<file path="config.mk">
export PLATFORM = sky130hd
export DESIGN_NAME = load_store_unit
export DESIGN_NICKNAME = d
export VERILOG_FILES = /design/src/rtl/load_store_unit_pkg.sv /design/src/rtl/load_store_unit_decode.sv /design/src/rtl/load_store_unit.sv
export SDC_FILE = /design/constraint.sdc
export NUM_CORES = 1
export LEC_CHECK = 0
export ABC_AREA = 0
export CAP_MARGIN = 40
export CORE_UTILIZATION = 45
export CTS_CLUSTER_DIAMETER = 200
export DETAILED_ROUTE_END_ITERATION = 6
export PLACE_DENSITY = 0.86
export SLEW_MARGIN = 20
export SYNTH_ARGS = -nofsm -noshare
export SYNTH_HDL_FRONTEND = slang
export SYNTH_SLANG_ARGS = --single-unit
</file>
<file path="constraint.sdc">
create_clock -name clock -period 7.7 [get_ports clock]
set_clock_uncertainty 0.1 [all_clocks]
set_input_delay 0.77 -clock clock [delete_from_list [all_inputs] [get_ports clock]]
set_output_delay 0.77 -clock clock [all_outputs]
set_load 0.01 [all_outputs]
</file>
<file path="src/rtl/load_store_unit_pkg.sv">
// load_store_unit_pkg: funct3 codes, memory size encodings and FSM states shared by the LSU
package load_store_unit_pkg;
    localparam logic [2:0] LB = 3'b000, LH = 3'b001, LW = 3'b010, LBU = 3'b100, LHU = 3'b101;
    localparam logic [2:0] SB = 3'b000, SH = 3'b001, SW = 3'b010;
    localparam logic [1:0] SZ_BYTE = 2'd0, SZ_HALF = 2'd1, SZ_WORD = 2'd3;
    typedef enum logic [1:0] {IDLE, ACCESS, RESP} state_t;
endpackage

</file>
<file path="src/rtl/load_store_unit_decode.sv">
// lsu_decode: funct3/address decode into memory controls plus legality, alignment and range fault
module lsu_decode
    import load_store_unit_pkg::*;
#(
    parameter int MEM_BYTES = 21
) (
    input  logic [2:0]  funct3,
    input  logic        store,
    input  logic [31:0] addr,
    output logic [1:0]  size,
    output logic        sign_extend,
    output logic        fault
);
    logic [2:0] nbytes;
    logic       legal;
    logic       misaligned;
    logic       out_of_range;
    // Range check is done in 33 bits so addresses near 2^32 cannot wrap back into range
    always_comb begin
        size         = funct3[1:0] == 2'b00 ? SZ_BYTE : funct3[1:0] == 2'b01 ? SZ_HALF : SZ_WORD;
        nbytes       = size == SZ_BYTE ? 3'd1 : size == SZ_HALF ? 3'd2 : 3'd4;
        sign_extend  = !funct3[2];
        legal        = funct3 inside {LB, LH, LW} || (!store && funct3 inside {LBU, LHU});
        misaligned   = (size == SZ_HALF && addr[0]) || (size == SZ_WORD && addr[1:0] != 2'b00);
        out_of_range = {1'b0, addr} + 33'(nbytes) > 33'(MEM_BYTES);
        fault        = !legal || misaligned || out_of_range;
    end
endmodule

</file>
<file path="src/rtl/load_store_unit.sv">
// load_store_unit: one-outstanding request sequencer between the memory stage and big-endian data memory
module load_store_unit
    import load_store_unit_pkg::*;
#(
    parameter int MEM_BYTES = 21
) (
    input  logic        clock,
    input  logic        reset,
    input  logic        req_valid,
    output logic        req_ready,
    input  logic        req_store,
    input  logic [2:0]  req_funct3,
    input  logic [31:0] req_addr,
    input  logic [31:0] req_wdata,
    input  logic [4:0]  req_rd,
    output logic [31:0] mem_addr,
    output logic [31:0] mem_data_in,
    output logic        mem_we,
    output logic [1:0]  mem_size,
    output logic        mem_sign_extend,
    input  logic [31:0] mem_data_out,
    output logic        resp_valid,
    input  logic        resp_ready,
    output logic [31:0] resp_data,
    output logic [4:0]  resp_rd,
    output logic        resp_fault
);
    state_t     state, next_state;
    logic       store_q;
    logic [4:0] rd_q;
    logic [1:0] dec_size;
    logic       dec_sign_extend;
    logic       dec_fault;

    lsu_decode #(.MEM_BYTES(MEM_BYTES)) u_decode (
        .funct3      (req_funct3),
        .store       (req_store),
        .addr        (req_addr),
        .size        (dec_size),
        .sign_extend (dec_sign_extend),
        .fault       (dec_fault)
    );

    // State register
    always_ff @(posedge clock) begin
        state <= reset ? IDLE : next_state;
    end

    // Next state and handshake/write strobes; faults skip ACCESS entirely
    always_comb begin
        next_state = state;
        case (state)
            IDLE:    next_state = req_valid ? (dec_fault ? RESP : ACCESS) : IDLE;
            ACCESS:  next_state = RESP;
            RESP:    next_state = resp_ready ? IDLE : RESP;
            default: next_state = IDLE;
        endcase
        req_ready  = state == IDLE && !reset;
        resp_valid = state == RESP;
        mem_we     = state == ACCESS && store_q;
    end

    // Latch the request on acceptance and capture load data at the end of ACCESS
    always_ff @(posedge clock) begin
        if (reset) begin
            mem_addr        <= '0;
            mem_data_in     <= '0;
            mem_size        <= SZ_BYTE;
            mem_sign_extend <= 1'b0;
            store_q         <= 1'b0;
            rd_q            <= '0;
            resp_data       <= '0;
            resp_rd         <= '0;
            resp_fault      <= 1'b0;
        end else if (state == IDLE && req_valid) begin
            mem_addr        <= req_addr;
            mem_data_in     <= req_wdata;
            mem_size        <= dec_size;
            mem_sign_extend <= dec_sign_extend;
            store_q         <= req_store;
            rd_q            <= req_rd;
            resp_data       <= '0;
            resp_rd         <= '0;
            resp_fault      <= dec_fault;
        end else if (state == ACCESS) begin
            resp_data <= store_q ? '0 : mem_data_out;
            resp_rd   <= store_q ? '0 : rd_q;
        end
    end
endmodule

</file>
# Word level (Yosys, flattened, before mapping)

Cells that the tools add are included.

Flip-flop bits (word level): 113
Latch bits: 0
Memory bits (writable): 0
ROM bits: 0
Bits of input ports: 109
Output and inout port bits: 108
Word-level logic and storage cells: 53
Memories kept: 0

$add $sub $neg: 1
Multipliers: 0
Div/mod/pow operators: 0
Magnitude comparators: 1
Equal/unequal tests: 9
Shifts and indexed selects: 0
Multiplexer cells: 10
Bitwise operators: 0
Reductions and logical operators: 22

Operators by type and width:

| kind                  | number |
|---|---|
| $add A32 B3 Y33       | 1 |
| $gt A33 B5 Y1 const B | 1 |
| $mux W32              | 1 |
| $mux W2               | 5 |
| $eq A2 B1 Y1 const B  | 3 |
| $eq A3 B3 Y1 const B  | 2 |
| $logic_and A1 B1 Y1   | 6 |
| $logic_not A2 Y1      | 3 |
| $mux W3               | 2 |
| $pmux W2 S3           | 1 |
| $mux W5               | 1 |
| $eq A2 B2 Y1 const B  | 2 |
| $logic_not A1 Y1      | 4 |
| $logic_or A1 B1 Y1    | 4 |
| $reduce_bool A2 Y1    | 2 |
| $eq A3 B1 Y1 const B  | 1 |
| $eq A3 B2 Y1 const B  | 1 |
| $logic_not A3 Y1      | 1 |
| $reduce_bool A3 Y1    | 1 |
| $reduce_or A2 Y1      | 1 |

# Depth between registers and ports, before layout

Gate-level depths: netlist of run 1.

Word-level depth: 12
Mapped depth: 12
Depth with buffers taken out: 12

# By module

From an unflattened synthesis of run 1, not the netlist that was laid out.

Cell total of the unflattened synthesis: 640
Area total of the unflattened synthesis: 5004.8 sq um

Modules (own cells, without submodules):

| module          | times used | cells an instance | area an instance (sq um) | seq. area each (sq um) |
|---|---|---|---|---|
| load_store_unit | 1          | 500               | 4119.0                   | 2262.2 |
| lsu_decode      | 1          | 140               | 885.8                    | 0.0 |

# Worst setup path before layout of run 1

OpenSTA, ideal clock, no wires.

Path kind: in2reg
Start: in req_funct3[1]
End: reg state[0]
Setup time: 0.073 ns
Arrival: 3.269 ns
Data required time: 7.527 ns
Setup slack: 4.258 ns
Stages on the path: 12
Buffers on the path: 0
Cell sequence: nor2_1 > ha_1 > inv_1 > fa_1 > nand2b_2 > a2111oi_4 > nand4_1 > xor2_1 > o311ai_0 > or3_1 > nor3_2 > nor3b_2

Longest elaborated chain between the ends: 12
Elaborated cells on any way between the ends: 29
Classes of those cells: add/sub: 1; order compare: 1; eq/ne: 7; mux: 7; reduce/logical: 13

Ends and longest elaborated chain:

| item                   | RTL line                                                   | RTL |
|---|---|---|
| start: declaration     | load_store_unit.sv:12                                      | `input logic [2:0] req_funct3,` |
| $eq A2 B1 Y1           | load_store_unit_decode.sv:20                               | `size = funct3[1:0] == 2'b00 ? SZ_BYTE : funct3[1:0] == 2'b01 ? SZ_HALF : SZ_WORD;` |
| $mux W2 (2 in a row)   | load_store_unit_decode.sv:20                               |  |
| $eq A2 B1 Y1           | load_store_unit_decode.sv:21, load_store_unit_decode.sv:24 |  |
| $mux W3 (2 in a row)   | load_store_unit_decode.sv:21                               | `nbytes = size == SZ_BYTE ? 3'd1 : size == SZ_HALF ? 3'd2 : 3'd4;` |
| $add A32 B3 Y33        | load_store_unit_decode.sv:25                               | `out_of_range = {1'b0, addr} + 33'(nbytes) > 33'(MEM_BYTES);` |
| $gt A33 B5 Y1          | load_store_unit_decode.sv:25                               |  |
| $logic_or A1 B1 Y1 *   | load_store_unit_decode.sv:26                               | `fault = !legal \|\| misaligned \|\| out_of_range;` |
| $mux W2 * (2 in a row) | load_store_unit.sv:53                                      | `IDLE: next_state = req_valid ? (dec_fault ? RESP : ACCESS) : IDLE;` |
| $pmux W2 S3 *          | load_store_unit.sv:52                                      | `case (state)` |
| end signal: assignment | load_store_unit.sv:46                                      | `state <= reset ? IDLE : next_state;` |
| end: declaration       | load_store_unit.sv:28                                      | `state_t state, next_state;` |

Mark *: on every way between the ends. The rest lies on a longest branch, timed or not.
A chain may end at the register's enable or synchronous reset.

# Final worst setup path of run 1

Same ends and word-level chain as after synthesis.

==> flow_metrics.tcl, run 1 <==
set metrics [dict create \
    ff2ff_setup_slack_ns 5.76 \
    crit_path_start_kind "primary input" \
    ys_async_sr_fraction_pct 0 \
    drive_above_1_share_pct 6.401 \
    count_of_cell_types_in_the_netlist 47 \
    drtPass1Iterations 5 \
    seqPwrFrac_pct 38.8 \
    setup_viol_count_final 0 \
    numPortBuffers 216 \
    pwr-share-clk_pct 47.3 \
    p_int_mw 1.226 \
    holdPathEnd "mem_addr[2]" \
    finalCoreUtilization_pct 73.75 \
    prevailing_post_synth_register_cell "sky130_fd_sc_hd__dfxtp_1" \
    gp_routability_congestion 0.8864 \
    critPathMaxFanout 8 \
    insertion_delay_ns 0.50 \
    finalWorstSetupSlack_ns 3.767 \
    swShare_pct 23.63 \
    r2r_cells 4 \
    setup.worst_path.end_class "flop" \
    hp-class "reg2reg" \
    synth.net_count 729 \
    first_iter_violations 378 \
    antennaDiodeCount 0 \
    cp_data_arrival_time_ns 4.26 \
    grt_max_degree 81 \
    antenna_found_initial 0 \
    tightestPinTransition_ns 0.7242 \
    first_global_vias 4921 \
    synth_enable_flop_cells 0 \
    combPwrFrac_pct 13.9 \
    ioPinCount 217 \
    synthesis.area_mm2 0.004828 \
    fp.dieH_um 105.6 \
    synth_seq_area_share_pct 46.85 \
    wirelength_mm 14.85 \
    yosysWarnings 0 \
    cts_sinks 113 \
    worstHoldPathCells 2 \
    synth_area_leader_cell "sky130_fd_sc_hd__dfxtp_1" \
    clock_tree.root_cell "sky130_fd_sc_hd__clkbuf_8" \
    cts_max_level 4 \
    syn_avg_cell_area_um2 7.838 \
    critical_path.slowest_cell "sky130_fd_sc_hd__a2111oi_4" \
    power_mw 1.605 \
    total_track_usage_pct 26.47 \
    slew_headroom_pct 51.72 \
    max_cap_viol_count 0 \
    initial_core_util_pct 46.56 \
    routed_wire_length_per_instance_um 15.40 \
    postSynthCellCount 616 \
    power.leakage_nw 2.753 \
    tritoncts.num_buffers 17 \
    power_density_cells_mw_per_mm2 209.8 \
    cts_hold_buffers 0 \
    max_freq_mhz 254.3 \
    clock_transition_at_path_regs_ns 0.06 \
    timing_max_transition_violations_final 0 \
    setup_fix_bufs_post_cts 0 \
    route.antenna.remaining_nets 0 \
    die_area_mm2 0.01115 \
    via_count 5167 \
    worstReg2RegEnd "mem_size[1]" \
    min-delay-start "mem_addr[2]" \
    cts_tree "yes" \
    drc 0 \
    layout-area-overhead-vs-synth_pct 58.38 \
    power.switching_mw 0.3791 \
    rsz0062_at_grt "no" \
    finalCriticalPeriod_ns 3.933 \
    setup_total_negative_slack_ns 0 \
    detail_route.vias_per_cell 5.360 \
    cp.required_ns 8.02 \
    rows 37 \
    critical_path.max_stage_delay_ns 0.60 \
    criticalPathCategory "in2reg" \
    outcome "finished clean" \
    cell_chain_of_the_critical_path "clkdlybuf4s50_1 > nor2_1 > ha_1 > inv_1 > fa_1 > nand2b_2 > a2111oi_4 > nand4_1 > xor2_1 > o311ai_0 > or3_1 > nor3_2 > nor3b_2" \
    grt_pass1_wl_mm 23.36 \
    synth.top_cell.area_share_pct 46.85 \
    ctsResizeCount 0 \
    dieWidth_um 105.6 \
    floorplan.core_area_mm2 0.01037 \
    nNetsFinal 929 \
    grt_overflow 0 \
    sum_of_net_half_perimeters_after_detailed_placement_mm 10.17 \
    min_period_over_period_pct 51.08 \
    max_buffers_root_to_sink 2 \
    finalHoldViolCount 0 \
    worstReg2RegStart "state[1]" \
    post_place_worst_slack_ns 3.395 \
    yosys_register_bits 113 \
    max-vdd-ir-drop_v 0.0001468 \
    post_synth_main_area_contributors "sky130_fd_sc_hd__dfxtp_1 47%, sky130_fd_sc_hd__a21oi_1 12%, sky130_fd_sc_hd__nand2_1 12%" \
    hold-worst-slack_ns 0.3504 \
]
-- cell usage in the layout, fill, tap and decap left out, types with 4 or more instances in the layout --
master,instances
sky130_fd_sc_hd__nand2b_1,4
sky130_fd_sc_hd__nand2_1,150
sky130_fd_sc_hd__clkdlybuf4s50_1,215
sky130_fd_sc_hd__inv_1,10
sky130_fd_sc_hd__xor2_1,4
sky130_fd_sc_hd__nor2_1,51
sky130_fd_sc_hd__clkbuf_16,16
sky130_fd_sc_hd__nand4_1,6
sky130_fd_sc_hd__a21oi_1,116
sky130_fd_sc_hd__nor3_1,7
sky130_fd_sc_hd__nor3b_1,37
sky130_fd_sc_hd__dfxtp_1,113
sky130_fd_sc_hd__o21ai_0,7
sky130_fd_sc_hd__xnor2_1,5
sky130_fd_sc_hd__mux2i_1,4
sky130_fd_sc_hd__buf_4,6
sky130_fd_sc_hd__nand3_1,7
sky130_fd_sc_hd__a211oi_1,4
-- layer usage --
layer  vias up  global-route usage, %  wire length, µm
li1       2489                      -                -
met1      2428                  30.30             6038
met2       221                  45.96             7276
met3        29                  7.236             1137
met4         0                  11.90              394
met5         -                      0                0
-- final cells by class --
| class | count | area [µm²] |
|---|---|---|
| tap | 136 | 170.2 |
| timing repair buffer | 223 | 2222 |
| inverter | 10 | 37.54 |
| fill | 821 | 2723 |
| clock inverter | 10 | 136.4 |
| multi-input combinational | 451 | 2380 |
| sequential | 113 | 2262 |
| clock buffer | 21 | 439.2 |
-- flip-flops by register name, summed over array words and instances, names as in the netlist --
register / flops
mem_addr: 32
mem_data_in: 32
resp_fault: 1
resp_rd: 5
mem_size: 2
resp_data: 32
mem_sign_extend: 1
state: 2
store_q: 1
rd_q: 5
-- worst max-delay path: cells and delay by family --
family	cells	cell delay (ns)
compound gates	2	0.77
xor+xnor	1	0.17
fa+ha+maj	2	0.57
buf+inv	2	0.54
simple gates	6	1.44
-- cells by family after synthesis --
logic type      synth area share (%)
simple gates                   28.51
compound gates                 16.95
flops                          46.85
buf+inv                        4.043
xor+xnor                       1.632
mux                           0.8293
fa+ha+maj                      1.192
-- power groups by stage --
stage	clock network (mW)	logic, mW	registers, mW
after global routing	0.799	0.240	0.626
after CTS	0.771	0.222	0.623
after floorplan	0	0.0791	0.644
after detailed placement	0	0.220	0.635
after global placement	0	0.216	0.633
final	0.759	0.223	0.623
-- through the flow --
step,area [µm²],instances
after floorplan,4828,616
after global placement,7052,932
final,7647,964
after CTS,7627,963
after detailed placement,7052,932
after global routing,7647,964
-- worst max-delay path by stage --
stage	start	endpoint	slack, ns	cells after the start
finish	req_funct3[1]	state[0]	3.77	13
global route	req_funct3[1]	state[0]	3.61	13
CTS	req_funct3[1]	state[0]	3.86	13
detailed placement	req_funct3[1]	state[0]	3.40	13
global placement	req_funct3[1]	resp_fault	3.53	13
floorplan	req_funct3[1]	state[0]	4.26	12
-- synth_stat cells, types with 2 or more instances --
| cell type | instances |
|---|---|
| sky130_fd_sc_hd__inv_1 | 10 |
| sky130_fd_sc_hd__nor2b_1 | 3 |
| sky130_fd_sc_hd__o2111ai_1 | 2 |
| sky130_fd_sc_hd__dfxtp_1 | 113 |
| sky130_fd_sc_hd__or3_1 | 3 |
| sky130_fd_sc_hd__a21o_2 | 3 |
| sky130_fd_sc_hd__nand4_1 | 6 |
| sky130_fd_sc_hd__buf_1 | 8 |
| sky130_fd_sc_hd__nand2_1 | 150 |
| sky130_fd_sc_hd__xor2_1 | 4 |
| sky130_fd_sc_hd__clkbuf_1 | 34 |
| sky130_fd_sc_hd__nor2_1 | 51 |
| sky130_fd_sc_hd__and4_4 | 2 |
| sky130_fd_sc_hd__and4_1 | 3 |
| sky130_fd_sc_hd__mux2i_1 | 4 |
| sky130_fd_sc_hd__a211oi_2 | 2 |
| sky130_fd_sc_hd__ha_1 | 3 |
| sky130_fd_sc_hd__nand2b_1 | 5 |
| sky130_fd_sc_hd__xnor2_1 | 5 |
| sky130_fd_sc_hd__a31oi_1 | 3 |
| sky130_fd_sc_hd__nor3_1 | 8 |
| sky130_fd_sc_hd__and3_1 | 3 |
| sky130_fd_sc_hd__a21oi_1 | 116 |
| sky130_fd_sc_hd__nor3b_1 | 37 |
| sky130_fd_sc_hd__a211oi_1 | 4 |
| sky130_fd_sc_hd__nand3_1 | 7 |
| sky130_fd_sc_hd__o21ai_0 | 7 |
No activity file was read; power rests on OpenSTA's default activity.
==> run 2: changes to the inputs <==
--- a/config.mk
+++ b/config.mk
@@ -7,10 +7,10 @@
 export LEC_CHECK = 0
 export ABC_AREA = 0
 export CAP_MARGIN = 40
-export CORE_UTILIZATION = 45
+export CORE_UTILIZATION = 38
 export CTS_CLUSTER_DIAMETER = 200
 export DETAILED_ROUTE_END_ITERATION = 6
-export PLACE_DENSITY = 0.86
+export PLACE_DENSITY = 0.77
 export SLEW_MARGIN = 20
 export SYNTH_ARGS = -nofsm -noshare
 export SYNTH_HDL_FRONTEND = slang
==> constraint.sdc (replaced) <==
create_clock -name clock -period 3.2 [get_ports clock]
set_clock_uncertainty 0.1 [all_clocks]
set_input_delay 0.32 -clock clock [delete_from_list [all_inputs] [get_ports clock]]
set_output_delay 0.32 -clock clock [all_outputs]
set_load 0.01 [all_outputs]
==> run 2 against run 1 <==
Net effect: register-to-register slack worse by 4.3 ns; final area grew 1.3%; global-route usage down 4.1 points; combinational power increased by 140%; largest power group unchanged; critical path depth fell by 1; die area increased by 18%; routed wire length decreased by 0.78%; sequential power grew 140%; total power is 130% higher; non-clock buffer count is 11 higher; sequential share of layout area is 0.39 points lower; critical path type unchanged.
==> flow_metrics.tcl, run 2 (same netlist as run 1, synthesis figures left out) <==
set metrics [dict create \
    power.switching_mw 0.8849 \
    route.antenna.remaining_nets 0 \
    tightestPinTransition_ns 0.6611 \
    floorplan.core_area_mm2 0.01221 \
    rows 40 \
    setup.worst_path.end_class "flop" \
    power_density_cells_mw_per_mm2 485.2 \
    start_point_of_the_critical_path "req_addr[1]" \
    ff2ff_setup_slack_ns 1.46 \
    max_cap_viol_count 0 \
    swShare_pct 23.54 \
    crit_path_start_kind "primary input" \
    fillCellCount 1078 \
    drive_above_1_share_pct 7.637 \
    finalWorstSetupSlack_ns 0.2239 \
    worstReg2RegStart "state[1]" \
    cts_hold_buffers 0 \
    layout-area-overhead-vs-synth_pct 60.48 \
    antenna_found_initial 0 \
    die_area_mm2 0.01316 \
    seqCellArea_mm2 0.002262 \
    total_track_usage_pct 22.33 \
    clock_transition_at_path_regs_ns 0.05 \
    rsz0062_at_grt "no" \
    initial_core_util_pct 39.54 \
    wirelength_mm 14.73 \
    finalHoldViolCount 0 \
    cts_sinks 113 \
    critPathMaxFanout 6 \
    finalCriticalPeriod_ns 2.976 \
    setup_viol_count_final 0 \
    clock_tree.root_cell "sky130_fd_sc_hd__clkbuf_16" \
    max-vdd-ir-drop_v 0.0003102 \
    cp.required_ns 3.43 \
    critical_path.slowest_cell "sky130_fd_sc_hd__clkdlybuf4s50_1" \
    first_iter_violations 266 \
    nNetsFinal 940 \
    antennaDiodeCount 0 \
    dieWidth_um 114.7 \
    min_period_over_period_pct 93.00 \
    ioPinCount 217 \
    crit_path_frequent_cell "sky130_fd_sc_hd__nand4_1" \
    critPathCapture "state[0]" \
    grt_max_degree 76 \
    slew_headroom_pct 55.93 \
    cts_tree "yes" \
    hold-worst-slack_ns 0.1570 \
    cell_chain_of_the_critical_path "clkdlybuf4s50_1 > inv_1 > fa_2 > nand2b_4 > a2111oi_4 > buf_4 > nand4_1 > mux2i_1 > a211oi_2 > nand4_1 > nor3_4 > nor3b_2" \
    via_count 5039 \
    gp_routability_congestion 0.8611 \
    drtPass1Iterations 4 \
    worstReg2RegEnd "resp_data[28]" \
    post-route-cell-area_mm2 0.007749 \
    hp-class "in2reg" \
    detail_route.vias_per_cell 5.009 \
    first_global_vias 4754 \
    seqPwrFrac_pct 39.9 \
    max_buffers_root_to_sink 2 \
    sum_of_net_half_perimeters_after_detailed_placement_mm 10.55 \
    max_freq_mhz 336.0 \
    placed_cell_area_mm2 0.007167 \
    drc 0 \
    grt_pass1_wl_mm 22.94 \
    numPortBuffers 216 \
    layout.cells.most_common_list "212 x sky130_fd_sc_hd__clkdlybuf4s50_1, 150 x sky130_fd_sc_hd__nand2_1, 116 x sky130_fd_sc_hd__a21oi_1" \
    fp.dieH_um 114.7 \
    r2r_cells 5 \
    post_place_worst_slack_ns -0.4814 \
    grt_overflow 0 \
    insertion_delay_ns 0.41 \
    power.leakage_nw 2.839 \
    criticalPathCategory "in2reg" \
    cp_data_arrival_time_ns 3.21 \
    combPwrFrac_pct 14.4 \
    cts_max_level 4 \
    multi_input_gate_area_mm2 0.002399 \
    outcome "finished clean" \
    critical_path.max_stage_delay_ns 0.47 \
    largest_registers "mem_addr x32, mem_data_in x32, resp_data x32" \
    p_int_mw 2.875 \
    tritoncts.num_buffers 17 \
    routed_wire_length_per_instance_um 14.64 \
    layout_commonest_cell "sky130_fd_sc_hd__clkdlybuf4s50_1" \
    pwr-share-clk_pct 45.7 \
    timing_max_transition_violations_final 0 \
]
==> run 2: power by group through the flow <==
| stage | clock, mW | sequential, mW | combinational, mW |
|---|---|---|---|
| 2_1_floorplan | 0 | 1.55 | 0.190 |
| 3_3_place_gp | 0 | 1.53 | 0.532 |
| 3_5_place_dp | 0 | 1.53 | 0.541 |
| 4_1_cts | 1.76 | 1.50 | 0.545 |
| 5_1_grt | 1.83 | 1.51 | 0.588 |
| 6_report | 1.72 | 1.50 | 0.542 |
==> run 2: worst min-delay path by stage <==
stage	startpoint	slack, ns	endpoint	depth (start not counted)
global placement	rd_q[1]	0.34	rd_q[1]	2
CTS	reset	0.30	mem_data_in[4]	2
detailed placement	rd_q[3]	0.34	rd_q[3]	2
finish	req_addr[0]	0.16	mem_addr[0]	3
global route	req_addr[0]	0.17	mem_addr[0]	3
floorplan	req_funct3[2]	0.32	mem_sign_extend	1
==> run 2: area by class of cell <==
type / instances / share of cell area, %
multi-input cells: 451 / 30.95
clock inverters: 5 / 0.7105
clock buffers: 25 / 6.265
well taps: 168 / 2.713
flip-flops and latches: 113 / 29.19
inverters: 10 / 0.4844
repair buffers: 234 / 29.68
==> run 2: metal layers <==
layer	GRT usage (%)	vias up	wire length [µm]
li1	-	2514	-
met1	25.32	2279	6158
met3	7.305	33	1137
met4	10.74	0	370
met2	37.98	213	7064
met5	0	-	0
==> run 2: critical path: cells and delay by family <==
family / cells / cell delay (ns)
AND/OR/NAND/NOR: 5 / 0.90
buffers and inverters: 3 / 0.74
AO/OA/AOI/OAI: 2 / 0.69
adder cells (fa/ha/maj): 1 / 0.39
multiplexers: 1 / 0.16
==> run 2: metrics by stage <==
stage,power [mW],cells,utilization (%),setup TNS (ns)
floorplan,1.741,616,-,0
global route,3.926,1006,63.45,0
global placement,2.057,974,58.69,-0.9220
detailed placement,2.069,974,58.69,-1.397
finish,3.760,1006,63.45,0
CTS,3.800,1004,63.21,0
==> run 2: repair_timing <==
item	in CTS	in global routing
setup endpoints to repair	3	3
buffers inserted	0	2
pin swaps	4	6
hold endpoints to repair	0	0
resized for setup	3	5
